`src/rtl/dmem_rr_arbiter.sv`:
```
`default_nettype none
// +------------------------------------------------------------------------+
// | dmem_rr_arbiter: round-robin share of one data-memory port, one        |
// | outstanding transaction, sticky timeout error.   Rev 1.0               |
// +------------------------------------------------------------------------+
module dmem_rr_arbiter #(
  parameter int NUM_REQ    = 4,
  parameter int ADDR_WIDTH = 32,
  parameter int DATA_WIDTH = 32,
  parameter int TIMEOUT    = 255
) (
  input  logic                             clk,
  input  logic                             reset,
  input  logic [NUM_REQ-1:0]               req_valid_i,
  input  logic [NUM_REQ-1:0]               req_we_i,
  input  logic [NUM_REQ*ADDR_WIDTH-1:0]    req_addr_i,
  input  logic [NUM_REQ*DATA_WIDTH-1:0]    req_wdata_i,
  output logic [NUM_REQ-1:0]               req_grant_o,
  output logic [NUM_REQ-1:0]               resp_valid_o,
  output logic [DATA_WIDTH-1:0]            resp_data_o,
  output logic                             resp_err_o,
  output logic                             mem_valid_o,
  output logic                             mem_we_o,
  output logic [ADDR_WIDTH-1:0]            mem_addr_o,
  output logic [DATA_WIDTH-1:0]            mem_wdata_o,
  input  logic                             mem_ready_i,
  input  logic                             mem_rvalid_i,
  input  logic [DATA_WIDTH-1:0]            mem_rdata_i,
  output logic                             error_o
);

  localparam int c_IW = $clog2(NUM_REQ);
  localparam int c_CW = $clog2(TIMEOUT + 1);
  localparam logic [c_CW-1:0] c_TMO = c_CW'(TIMEOUT);

  localparam logic [1:0] c_S_IDLE  = 2'd0;
  localparam logic [1:0] c_S_ISSUE = 2'd1;
  localparam logic [1:0] c_S_WAIT  = 2'd2;

  logic [1:0]            r_state;
  logic [c_IW-1:0]       r_last;
  logic [c_IW-1:0]       r_owner;
  logic [ADDR_WIDTH-1:0] r_addr;
  logic [DATA_WIDTH-1:0] r_wdata;
  logic                  r_we;
  logic [c_CW-1:0]       r_cnt;
  logic [NUM_REQ-1:0]    r_resp_valid;
  logic [DATA_WIDTH-1:0] r_resp_data;
  logic                  r_resp_err;
  logic                  r_error;

  logic                  w_any;
  logic [c_IW-1:0]       w_win;
  logic [c_IW-1:0]       w_cand;
  logic [NUM_REQ-1:0]    w_grant;
  logic [NUM_REQ-1:0]    w_owner_oh;
  logic [ADDR_WIDTH-1:0] w_sel_addr;
  logic [DATA_WIDTH-1:0] w_sel_wdata;

  // Scan starts one past the last winner so every core gets a turn.
  always_comb begin
    w_any  = 1'b0;
    w_win  = '0;
    w_cand = '0;
    for (int i = 1; i <= NUM_REQ; i++) begin
      w_cand = c_IW'((int'(r_last) + i) % NUM_REQ);
      if (!w_any && req_valid_i[w_cand]) begin
        w_any = 1'b1;
        w_win = w_cand;
      end
    end
  end

  // Gated by reset so the combinational grant is quiet while reset is held.
  always_comb begin
    w_grant = '0;
    if (reset && (r_state == c_S_IDLE) && w_any) begin
      w_grant[w_win] = 1'b1;
    end
  end

  always_comb begin
    w_owner_oh          = '0;
    w_owner_oh[r_owner] = 1'b1;
  end

  assign w_sel_addr  = req_addr_i[int'(w_win)*ADDR_WIDTH +: ADDR_WIDTH];
  assign w_sel_wdata = req_wdata_i[int'(w_win)*DATA_WIDTH +: DATA_WIDTH];

  always_ff @(posedge clk or negedge reset) begin
    if (!reset) begin
      r_state      <= c_S_IDLE;
      r_last       <= c_IW'(NUM_REQ - 1);
      r_owner      <= '0;
      r_addr       <= '0;
      r_wdata      <= '0;
      r_we         <= 1'b0;
      r_cnt        <= '0;
      r_resp_valid <= '0;
      r_resp_data  <= '0;
      r_resp_err   <= 1'b0;
      r_error      <= 1'b0;
    end else begin
      r_resp_valid <= '0;
      r_resp_err   <= 1'b0;
      case (r_state)
        c_S_IDLE: begin
          if (w_any) begin
            r_addr  <= w_sel_addr;
            r_wdata <= w_sel_wdata;
            r_we    <= req_we_i[w_win];
            r_owner <= w_win;
            r_last  <= w_win;
            r_state <= c_S_ISSUE;
          end
        end
        c_S_ISSUE: begin
          if (mem_ready_i) begin
            r_cnt   <= '0;
            r_state <= c_S_WAIT;
          end
        end
        c_S_WAIT: begin
          // A completion in the final counted cycle still beats the abort.
          if (mem_rvalid_i) begin
            r_resp_valid <= w_owner_oh;
            r_resp_data  <= r_we ? '0 : mem_rdata_i;
            r_state      <= c_S_IDLE;
          end else if (r_cnt == c_TMO) begin
            r_resp_valid <= w_owner_oh;
            r_resp_err   <= 1'b1;
            r_resp_data  <= '0;
            r_error      <= 1'b1;
            r_state      <= c_S_IDLE;
          end else begin
            r_cnt <= r_cnt + c_CW'(1);
          end
        end
        default: r_state <= c_S_IDLE;
      endcase
    end
  end

  assign req_grant_o  = w_grant;
  assign resp_valid_o = r_resp_valid;
  assign resp_data_o  = r_resp_data;
  assign resp_err_o   = r_resp_err;
  assign mem_valid_o  = (r_state == c_S_ISSUE);
  assign mem_we_o     = r_we;
  assign mem_addr_o   = r_addr;
  assign mem_wdata_o  = r_wdata;
  assign error_o      = r_error;

endmodule
`default_nettype wire

```
`config.mk`:
```
export PLATFORM = sky130hd
export DESIGN_NAME = dmem_rr_arbiter
export DESIGN_NICKNAME = d
export VERILOG_FILES = /design/src/rtl/dmem_rr_arbiter.sv
export SDC_FILE = /design/constraint.sdc
export NUM_CORES = 1
export LEC_CHECK = 0
export ABC_AREA = 1
export BUFFER_PORTS_ARGS = -buffer_cell sky130_fd_sc_hd__buf_4
export CELL_PAD_IN_SITES_DETAIL_PLACEMENT = 0
export CELL_PAD_IN_SITES_GLOBAL_PLACEMENT = 1
export CORE_ASPECT_RATIO = 1.2
export CORE_MARGIN = 4
export CORE_UTILIZATION = 33
export CTS_CLUSTER_SIZE = 12
export DETAILED_ROUTE_END_ITERATION = 7
export GPL_TIMING_DRIVEN = 0
export PLACE_DENSITY = 0.95
export SLEW_MARGIN = 20
export SYNTH_ARGS = -nofsm -noshare
export SYNTH_HDL_FRONTEND = slang
export SYNTH_SLANG_ARGS = --single-unit
export TNS_END_PERCENT = 30
```
`constraint.sdc`:
```
create_clock -name clk -period 4.6 [get_ports clk]
set_clock_uncertainty 0.1 [all_clocks]
set_input_delay 0.46 -clock clk [delete_from_list [all_inputs] [get_ports clk]]
set_output_delay 0.46 -clock clk [all_outputs]
set_load 0.1 [all_outputs]
```
==> run metrics <==
clk buf depth=2; Critical Path RT=4.04 ns; RR Endpoint=mem_wdata_o[7]; CTS Sinks=between 100 and 150; crit path capture type=primary output; die width=147 um; final WL=34900 um; drt first pass iters=5; initial drt markers=~560; Hold Path Stages=2; synthesized cell area=between 0.007 and 0.008 sq mm; Initial Utilization=33.8%; post-synthesis sequential area ratio=38.2%; worst hold start=mem_rvalid_i; CP arrival=3.11 ns; CTS H-tree lvls=4; WS Path Type=reg2out; first-pass GRT wire length=52700 um; RSZ-0062 raised after global routing=false; slew at the pin closest to its max-slew limit=0.660 ns; critical path launch point type=register; synth unique cells=27; Synth Warn #=0; Routability Congestion=0.915; row count=60; Post-synth EDFFs=0; Post-Syn Area per Cell=6.55 sq um; layout cells sized above 1=32.3%; IO Count=408; # fillers=roughly 2300; DP Cell Count=1887; # setup viols final=0; fin crit share=79.8%; Routed Antenna Nets=0; asr flop ratio synth=100%; Worst Setup SP=r_last[0]; largest net degree at the start of global routing=75; core area=roughly 0.023 sq mm; vias per cell=4.98; Buffers on Ports=around 410; die area=roughly 0.026 sq mm; Hold Vio Cnt, Final=0; total track usage=26.2%; Antenna diodes=0; Routed WL per cell=18.2 um; ys flop type=dfrtp_1; initial antenna violation count=0; max-cap violations=0; outcome=complete, no violations; via count=9563; worst reg2reg path depth=18; worst min path class=in2reg; Slew Limit Fails=0; CTS tree=done; vias in the first global route=9391; clock root buffer=clkbuf_16; Post-Synthesis Cells=1169; Die Ht=175 um; grt total ovfl=0; Slew HR=55.9%; R2R Setup Slk=1.85 ns; Finished Layout Cells=between 1500 and 2000; synthesized flop and latch total=around 120; R2R Path Start=r_last[0]; Mapped Nets=~1500; most frequent cells in the layout=nand2_1, buf_4, nand4_1; FMAX=272 MHz; Period minus WS final=3.67 ns; Clock Latency Late Sink=~0.42 ns; Remaining DRCs=0; Yosys top cell by area=dfrtp_1; synth top area cells=dfrtp_1, nand2_1, nand4_1, a32o_1, buf_2; TritonCTS Buffers=17; Worst Hold Endpoint=resp_err_o; setup_tns=0 ns; post-synth top area share=37.6%; DP HPWL=27400 um; CTS clk-pin slew, worst paths=0.06 ns; Layout area overhead=53.4%; Final #Nets=about 1900; number of gates resized after cts=0; CP Max Fanout=10; most common cell after layout, fill and taps aside=nand2_1
==> cell families after synthesis <==
kind of cell | count (synthesis) | share of synthesized area (%)
compound gates | 40 | 4.34
xor+xnor | 4 | 0.457
fa+ha+maj | 1 | 0.163
buf+inv | 119 | 8.02
flops | 117 | 38.2
simple gates | 888 | 48.8
==> cell type report <==
cell class              instances  area [sq um]  share of cell area, %
plain buffers                  95           522                   4.44
clock buffers                  17           425                   3.62
clock inverters                15           183                   1.55
inverters                      24          92.6                  0.788
multi-input cells             933          4120                   35.0
flip-flops and latches        117          2930                   24.9
well taps                     310           388                   3.30
repair buffers                409          3100                   26.3
==> worst max path at each step <==
stage | cells after the start | end
floorplan | 13 | req_grant_o[0]
global placement | 4 | req_grant_o[0]
detailed placement | 14 | req_grant_o[0]
CTS | 14 | req_grant_o[0]
global route | 14 | req_grant_o[0]
finish | 14 | req_grant_o[0]
==> state kept, by name, summed over array words and instances (netlist names) <==
| signal | cells |
|---|---|
| resp_data_o | 32 |
| mem_addr_o | 32 |
| mem_wdata_o | 32 |
| resp_err_o | 1 |
| r_owner | 2 |
| r_last | 2 |
| resp_valid_o | 4 |
| mem_we_o | 1 |
| r_state | 2 |
| error_o | 1 |
| r_cnt | 8 |
==> timing repair <==
item,CTS,global route
hold buffers,1,0
endpoints found under the hold margin,44,0
buffers inserted,0,0
==> metal layers <==
layer  wire length, um  vias to the layer above  track usage, %
met2             17300                      390            45.0
met3              2620                       68            6.38
met4              1120                        0            9.56
li1                  -                     4666               -
met1             13900                     4439            31.9
met5                 0                        -               0
==> cell usage after synthesis, drive strengths merged (5+ instances only) <==
master,instances
dfrtp,115
a21oi,5
a32o,26
clkbuf,26
nor3,10
inv,24
buf,69
nand3,18
nand2,713
o21ai,8
nand4,132
nor2,13
==> critical path: stages, from the launching register on <==
cell and delay, ns:
dfstp_2 0.51, buf_4 0.16, inv_4 0.07, nand2_1 0.06, nand2_1 0.09, nand2_1 0.10, nand2_2 0.08, nor2_4 0.12
nand3_2 0.18, nand3_2 0.24, buf_6 0.24, buf_6 0.18, inv_2 0.05, nor3_1 0.25, buf_4 0.35
==> metrics by stage <==
stage / utilization [%] / hold WS, ns / area (sq um) / worst slack (ns)
after global routing: 51.8 / 0.111 / 11800 / 0.717
after global placement: 49.0 / 0.352 / 11100 / 1.37
after detailed placement: 49.1 / 0.333 / 11100 / 1.41
final: 51.8 / 0.128 / 11800 / 0.930
after floorplan: - / 0.0644 / 7660 / 0.336
after CTS: 51.8 / 0.114 / 11800 / 0.898
Power is left out: the tool's default activity adds up to more than one toggle a clock period on the data nets, which glitch-free logic cannot reach.
